==> config.mk <==
export PLATFORM = sky130hd
export DESIGN_NAME = mem_access_unit_flat
export DESIGN_NICKNAME = d
export VERILOG_FILES = /design/src/rtl/mem_access_if.sv /design/src/rtl/mem_access_unit.sv /design/src/flat_wrapper.sv
export SDC_FILE = /design/constraint.sdc
export NUM_CORES = 1
export LEC_CHECK = 0
export BUFFER_PORTS_ARGS = -buffer_cell sky130_fd_sc_hd__buf_4
export CORE_MARGIN = 1.5
export CORE_UTILIZATION = 30
export DETAILED_ROUTE_END_ITERATION = 12
export PLACE_DENSITY = 0.63
export SYNTH_ARGS = -nofsm -noshare
export SYNTH_HDL_FRONTEND = slang
export SYNTH_SLANG_ARGS = --single-unit
==> constraint.sdc <==
create_clock -name clk -period 2.45 [get_ports clk]
set_clock_uncertainty 0.1 [all_clocks]
set_input_delay 0.49 -clock clk [delete_from_list [all_inputs] [get_ports clk]]
set_output_delay 0.49 -clock clk [all_outputs]
set_load 0.02 [all_outputs]
==> src/rtl/mem_access_if.sv <==
`default_nettype none
// ============================================================================
// Module   : mem_access_if
// Purpose  : Request/response handshake and word-wide memory bus between the
//            execute stage, the memory access unit and the memory.
// Revision : 1.0 - initial release
// ============================================================================
interface mem_access_if;
    logic        req_valid;
    logic        req_ready;
    logic        req_write;
    logic [1:0]  req_size;
    logic        req_signed;
    logic [31:0] req_addr;
    logic [31:0] req_wdata;

    logic        resp_valid;
    logic [31:0] resp_rdata;
    logic        resp_fault;

    logic [31:0] mem_address;
    logic        mem_write;
    logic [31:0] mem_wdata;
    logic [31:0] mem_rdata;

    // Environment side: issues requests and plays the memory.
    modport master (
        output req_valid, req_write, req_size, req_signed, req_addr, req_wdata,
        input  req_ready,
        input  resp_valid, resp_rdata, resp_fault,
        input  mem_address, mem_write, mem_wdata,
        output mem_rdata
    );

    // Access unit side.
    modport slave (
        input  req_valid, req_write, req_size, req_signed, req_addr, req_wdata,
        output req_ready,
        output resp_valid, resp_rdata, resp_fault,
        output mem_address, mem_write, mem_wdata,
        input  mem_rdata
    );
endinterface
`default_nettype wire

==> src/rtl/mem_access_unit.sv <==
`default_nettype none
// ============================================================================
// Module   : mem_access_unit
// Purpose  : Load/store initiator with ARM7 unaligned rotation, sub-word
//            read-modify-write and ROM write protection.
// Revision : 1.0 - initial release
// ============================================================================
module mem_access_unit #(
    parameter int unsigned MEM_LATENCY = 1,
    parameter logic [31:0] ROM_END     = 32'd64000
) (
    input  logic        clk,
    input  logic        reset,
    mem_access_if.slave bus
);
    typedef enum logic [1:0] {
        IDLE      = 2'd0,
        READ_WAIT = 2'd1,
        WRITE     = 2'd2,
        RMW_WRITE = 2'd3
    } state_t;

    localparam logic [3:0] c_last_count = 4'(MEM_LATENCY);

    state_t      r_state;
    logic [3:0]  r_count;
    logic        r_write;
    logic [1:0]  r_size;
    logic        r_signed;
    logic [1:0]  r_offset;
    logic [15:0] r_wdata;
    logic [31:0] r_mem_address;
    logic        r_mem_write;
    logic [31:0] r_mem_wdata;
    logic        r_resp_valid;
    logic [31:0] r_resp_rdata;
    logic        r_resp_fault;

    logic        w_fault;
    logic        w_sub_word;
    logic [7:0]  w_byte;
    logic [15:0] w_half;
    logic [31:0] w_load_data;
    logic [31:0] w_merge_data;

    assign w_fault    = (bus.req_write && (bus.req_addr < ROM_END)) ||
                        ((bus.req_size == 2'b01) && bus.req_addr[0]);
    assign w_sub_word = ~bus.req_size[1];

    assign w_byte = bus.mem_rdata[{r_offset, 3'b000} +: 8];
    assign w_half = bus.mem_rdata[{r_offset[1], 4'b0000} +: 16];

    always_comb begin
        w_load_data = bus.mem_rdata;
        case (r_size)
            2'b00:   w_load_data = {{24{r_signed & w_byte[7]}}, w_byte};
            2'b01:   w_load_data = {{16{r_signed & w_half[15]}}, w_half};
            default: begin
                // Unaligned word loads return the rotated word, ARM7 style.
                case (r_offset)
                    2'd1:    w_load_data = {bus.mem_rdata[7:0],  bus.mem_rdata[31:8]};
                    2'd2:    w_load_data = {bus.mem_rdata[15:0], bus.mem_rdata[31:16]};
                    2'd3:    w_load_data = {bus.mem_rdata[23:0], bus.mem_rdata[31:24]};
                    default: w_load_data = bus.mem_rdata;
                endcase
            end
        endcase
    end

    always_comb begin
        w_merge_data = bus.mem_rdata;
        if (r_size == 2'b00) begin
            w_merge_data[{r_offset, 3'b000} +: 8] = r_wdata[7:0];
        end else begin
            w_merge_data[{r_offset[1], 4'b0000} +: 16] = r_wdata;
        end
    end

    always_ff @(posedge clk or negedge reset) begin
        if (!reset) begin
            r_state       <= IDLE;
            r_count       <= '0;
            r_write       <= 1'b0;
            r_size        <= 2'b00;
            r_signed      <= 1'b0;
            r_offset      <= 2'b00;
            r_wdata       <= '0;
            r_mem_address <= '0;
            r_mem_write   <= 1'b0;
            r_mem_wdata   <= '0;
            r_resp_valid  <= 1'b0;
            r_resp_rdata  <= '0;
            r_resp_fault  <= 1'b0;
        end else begin
            r_resp_valid <= 1'b0;
            case (r_state)
                IDLE: begin
                    if (bus.req_valid) begin
                        r_mem_address <= {bus.req_addr[31:2], 2'b00};
                        r_write       <= bus.req_write;
                        r_size        <= bus.req_size;
                        r_signed      <= bus.req_signed;
                        r_offset      <= bus.req_addr[1:0];
                        r_wdata       <= bus.req_wdata[15:0];
                        r_count       <= '0;
                        if (w_fault) begin
                            r_resp_valid <= 1'b1;
                            r_resp_fault <= 1'b1;
                            r_resp_rdata <= '0;
                        end else if (bus.req_write && !w_sub_word) begin
                            r_mem_write <= 1'b1;
                            r_mem_wdata <= bus.req_wdata;
                            r_state     <= WRITE;
                        end else begin
                            r_state <= READ_WAIT;
                        end
                    end
                end
                READ_WAIT: begin
                    if (r_count == c_last_count) begin
                        if (r_write) begin
                            r_mem_wdata <= w_merge_data;
                            r_mem_write <= 1'b1;
                            r_state     <= RMW_WRITE;
                        end else begin
                            r_resp_valid <= 1'b1;
                            r_resp_fault <= 1'b0;
                            r_resp_rdata <= w_load_data;
                            r_state      <= IDLE;
                        end
                    end else begin
                        r_count <= r_count + 4'd1;
                    end
                end
                WRITE, RMW_WRITE: begin
                    r_mem_write  <= 1'b0;
                    r_resp_valid <= 1'b1;
                    r_resp_fault <= 1'b0;
                    r_resp_rdata <= '0;
                    r_state      <= IDLE;
                end
                default: r_state <= IDLE;
            endcase
        end
    end

    assign bus.req_ready   = (r_state == IDLE);
    assign bus.mem_address = r_mem_address;
    assign bus.mem_write   = r_mem_write;
    assign bus.mem_wdata   = r_mem_wdata;
    assign bus.resp_valid  = r_resp_valid;
    assign bus.resp_rdata  = r_resp_rdata;
    assign bus.resp_fault  = r_resp_fault;
endmodule
`default_nettype wire

==> src/flat_wrapper.sv <==
// flat-port wrapper written by rule: the top's interface ports become plain ports
module mem_access_unit_flat 
#(
    parameter int unsigned MEM_LATENCY = 1,
    parameter logic [31:0] ROM_END     = 32'd64000
)
  (clk, reset, bus_req_valid, bus_req_write, bus_req_size, bus_req_signed, bus_req_addr, bus_req_wdata, bus_req_ready, bus_resp_valid, bus_resp_rdata, bus_resp_fault, bus_mem_address, bus_mem_write, bus_mem_wdata, bus_mem_rdata);
  mem_access_if bus_i ();
  input  logic clk;
  input  logic reset;
  input wire logic [$bits(bus_i.req_valid)-1:0] bus_req_valid;
  input wire logic [$bits(bus_i.req_write)-1:0] bus_req_write;
  input wire logic [$bits(bus_i.req_size)-1:0] bus_req_size;
  input wire logic [$bits(bus_i.req_signed)-1:0] bus_req_signed;
  input wire logic [$bits(bus_i.req_addr)-1:0] bus_req_addr;
  input wire logic [$bits(bus_i.req_wdata)-1:0] bus_req_wdata;
  output wire logic [$bits(bus_i.req_ready)-1:0] bus_req_ready;
  output wire logic [$bits(bus_i.resp_valid)-1:0] bus_resp_valid;
  output wire logic [$bits(bus_i.resp_rdata)-1:0] bus_resp_rdata;
  output wire logic [$bits(bus_i.resp_fault)-1:0] bus_resp_fault;
  output wire logic [$bits(bus_i.mem_address)-1:0] bus_mem_address;
  output wire logic [$bits(bus_i.mem_write)-1:0] bus_mem_write;
  output wire logic [$bits(bus_i.mem_wdata)-1:0] bus_mem_wdata;
  input wire logic [$bits(bus_i.mem_rdata)-1:0] bus_mem_rdata;
  assign bus_i.req_valid = bus_req_valid;
  assign bus_i.req_write = bus_req_write;
  assign bus_i.req_size = bus_req_size;
  assign bus_i.req_signed = bus_req_signed;
  assign bus_i.req_addr = bus_req_addr;
  assign bus_i.req_wdata = bus_req_wdata;
  assign bus_req_ready = bus_i.req_ready;
  assign bus_resp_valid = bus_i.resp_valid;
  assign bus_resp_rdata = bus_i.resp_rdata;
  assign bus_resp_fault = bus_i.resp_fault;
  assign bus_mem_address = bus_i.mem_address;
  assign bus_mem_write = bus_i.mem_write;
  assign bus_mem_wdata = bus_i.mem_wdata;
  assign bus_i.mem_rdata = bus_mem_rdata;
  mem_access_unit #(.MEM_LATENCY(MEM_LATENCY), .ROM_END(ROM_END)) u_core (.clk(clk), .reset(reset), .bus(bus_i));
endmodule
==> summary.txt <==
Outcome
  – Status: completed

Timing
  – Setup TNS: 0 ns
  – Fmax achieved: 431 MHz
  – Final period utilization: 0.947
  – Final setup fails: 0
  – Least-Margin Pin Slew: slightly below 0.6 ns
  – Relative slew margins: 0.611
  – Tmin final: 2.32 ns
  – RSZ-0062 raised after global routing: false
  – Final hold viol count: 0
  – Setup WS post-layout: approximately 0.13 ns
  – Pins Over Slew Limit: 0

Worst setup path
  – Crit end category: flip-flop
  – Setup crit start: u_core.r_count[1]$_DFFE_PN0P_
  – Worst Setup EP: u_core.bus.resp_rdata[18]$_DFFE_PN0P_
  – Reg2reg setup slack: ~0.13 ns
  – Startpoint types: flip-flop
  – Worst-case reg-to-reg path depth: 8
  – Worst Path Required: about 2.7 ns
  – Reg2reg end: u_core.bus.resp_rdata[18]$_DFFE_PN0P_
  – CP arrival: between 2 and 3 ns
  – Crit path max fanout: 24
  – Kind of critical path: flip-flop to flip-flop
  – R2r startpoint: u_core.r_count[1]$_DFFE_PN0P_

Logic synthesis
  – Synthesized area: just over 7000 µm²
  – Syn Area/Cell: approximately 10 µm²
  – Fraction of registers with async set or reset after synthesis: 1.00
  – Unique masters post-synth: 56
  – Yosys warning count: 0
  – Top-area cell type share of the netlist area: 0.434
  – Seq/Total Area, Yosys: 0.434
  – Yosys top cell by area: dfrtp_1
  – Ys flop type: dfrtp_1
  – Area contributors post-synth: dfrtp_1, mux2_2, a221o_1, a221oi_1, nand2_1
  – Yosys reg bits: about 130
  – Cells after Synth: between 600 and 700
  – Post-synth EDFFs: 0

Global routing
  – Vias in the first global route: approximately 6600
  – First-pass GRT wire length: between 30000 and 40000 µm
  – Initial antenna violation count: 0
  – Gr ovfl total: 0
  – Largest net degree at the start of global routing: slightly above 60
  – GRT Resource Usage Total: 0.204

Drt
  – Vias: 6700
  – Drt first pass iters: 6
  – DR iter-0 viols: 633
  – Via density per instance: 5.51
  – Total Wirelength: ~25000 µm
  – Remaining DRCs: 0
  – DR WL/cell: ~21 µm
  – Antenna-violating nets left: 0

Placement
  – # port buffers: 200
  – Gpl congestion: approximately 0.88
  – Placement Setup Slack: -0.0650 ns
  – DP Wirelength: approximately 18000 µm
  – Placement Cell Area: 9270 µm²

Cells and area
  – Ant. Diodes: 0
  – Commonest non-fill, non-tap cell in the layout: buf_4
  – Final nets: 997
  – Area growth, synth to finish: 37.1%
  – Commonest cells after routing, fill and taps aside: buf_4, dfrtp_1, mux2_2
  – Fillers: between 2000 and 2500
  – Layout cells sized above 1: 0.415
  – Design Area, Final: around 10000 µm²

Clock tree
  – Inserted Clock Buffers: 17
  – Clk root buf: clkbuf_16
  – Clk_lat worst skew: 0.43 ns
  – Clock-pin slew on the worst setup and hold paths: 0.05 ns
  – CTS tree: yes
  – Clock Tree Buf Depth: 2
  – H-Tree Depth: 4
  – Clock sinks: between 100 and 150

Floorplanning
  – Starting density of the core: 0.306
  – Die area: 25000 µm²
  – Ports: 203
  – Die Y: 158 µm
  – Die Wd: 158 µm
  – Rows: 56
  – Area of the core: between 20000 and 25000 µm²

Power and ir drop
  – NetSw: around 6.0 mW
  – Sw frac: 0.418
  – Clk pwr share: 0.179
  – PwrDens: 1450 nW/µm²
  – Combinational group share of total power: 0.562
  – Leakage: 4.38 nW
  – Reg power frac: 0.258
  – Maximum VDD drop: between 0.7 and 0.8 mV
  – Power Internal: ~8.3 mW

Hold path
  – Hold WC Path Type: input pin to flip-flop

Run
  – Max-cap violations: 0
==> worst max-delay path, stage by stage, from the launching register on <==
cell and delay (ns):
dfrtp_1 0.42, inv_1 0.07, ha_1 0.17, nor3b_2 0.16
nor2b_1 0.14, a21oi_1 0.20, a21boi_4 0.34, buf_12 0.22
mux2_2 0.36
==> layout make-up <==
cell class / instances / area (µm²) / area share
Multi-Input combinational cell: 493 / 3790 / 0.384
Clock inverter: 7 / 113 / 0.0114
Timing Repair Buffer: 240 / 1930 / 0.195
Tap cell: 319 / 399 / 0.0404
Inverter: 10 / 37.5 / 0.00380
Sequential cell: 125 / 3130 / 0.317
Clock buffer: 23 / 478 / 0.0484
==> cells by family after synthesis <==
kind of cell	share of synthesized area
other cells	0.000520
flops	0.434
fa+ha+maj	0.0122
buf+inv	0.0432
compound gates	0.224
simple gates	0.101
xor+xnor	0.00243
mux	0.182
==> registers in the layout (all words and copies together) (netlist names) <==
signal,flops
u_core.bus.mem_address,30
u_core.bus.mem_wdata,32
u_core.bus.mem_write,1
u_core.bus.resp_fault,1
u_core.bus.resp_rdata,32
u_core.bus.resp_valid,1
u_core.r_count,4
u_core.r_offset,2
u_core.r_signed,1
u_core.r_size,2
u_core.r_state,2
u_core.r_wdata,16
u_core.r_write,1
==> per-stage QoR <==
step	utilization	power (mW)	std cells	hold WS [ns]
floorplan	-	8.70	690	0.0944
global placement	0.394	11.6	1185	0.337
detailed placement	0.394	11.7	1185	0.342
CTS	0.419	14.3	1216	0.183
global route	0.420	15.2	1217	0.186
finish	0.420	14.4	1217	0.192
==> synth_stat cells (11+ instances only) <==
master and n:
buf_2 15, nand3_1 26, nand2_1 55, o21ai_0 33, a221o_1 24, a2bb2oi_1 16
a221oi_1 24, mux2_2 86, a22o_1 19, nor3_1 11, a22oi_1 24, dfrtp_1 125
mux2i_1 20, nor2_1 49, a21oi_1 25, clkbuf_1 41
==> power by group through the flow <==
| stage | logic (mW) | clock network [mW] | registers, mW |
|---|---|---|---|
| global placement | 7.89 | 0 | 3.70 |
| detailed placement | 7.99 | 0 | 3.72 |
| CTS | 8.03 | 2.62 | 3.70 |
| floorplan | 4.29 | 0 | 4.41 |
| global route | 8.65 | 2.70 | 3.83 |
| finish | 8.07 | 2.57 | 3.71 |
==> repair_timing <==
item | 4_1_cts | 5_1_grt
hold buffers | 1 | 0
buffers inserted | 0 | 1
gates resized for setup | 0 | 2
hold endpoints to repair | 24 | 0
setup endpoints to repair | 0 | 4
==> routing by layer <==
layer	global-route usage	vias to the layer above	part of all wire
li1	-	3021	-
met1	0.275	3299	0.41
met2	0.320	322	0.47
met3	0.0424	58	0.082
met4	0.0850	0	0.031
met5	0	-	0
==> worst min path at each step <==
stage | startpoint | to | slack (ns) | cells past startpoint
2_1_floorplan | reset | u_core.bus.mem_address[10]$_DFFE_PN0P_ | 0.09 | 0
3_3_place_gp | reset | u_core.bus.mem_address[8]$_DFFE_PN0P_ | 0.34 | 1
3_5_place_dp | reset | u_core.bus.mem_address[8]$_DFFE_PN0P_ | 0.34 | 1
4_1_cts | bus_req_size[0] | u_core.r_size[0]$_DFFE_PN0P_ | 0.18 | 3
5_1_grt | bus_req_addr[4] | u_core.bus.mem_address[4]$_DFFE_PN0P_ | 0.19 | 2
6_report | bus_req_size[0] | u_core.r_size[0]$_DFFE_PN0P_ | 0.19 | 3
Note: power is estimated with default switching activity, not from simulation.
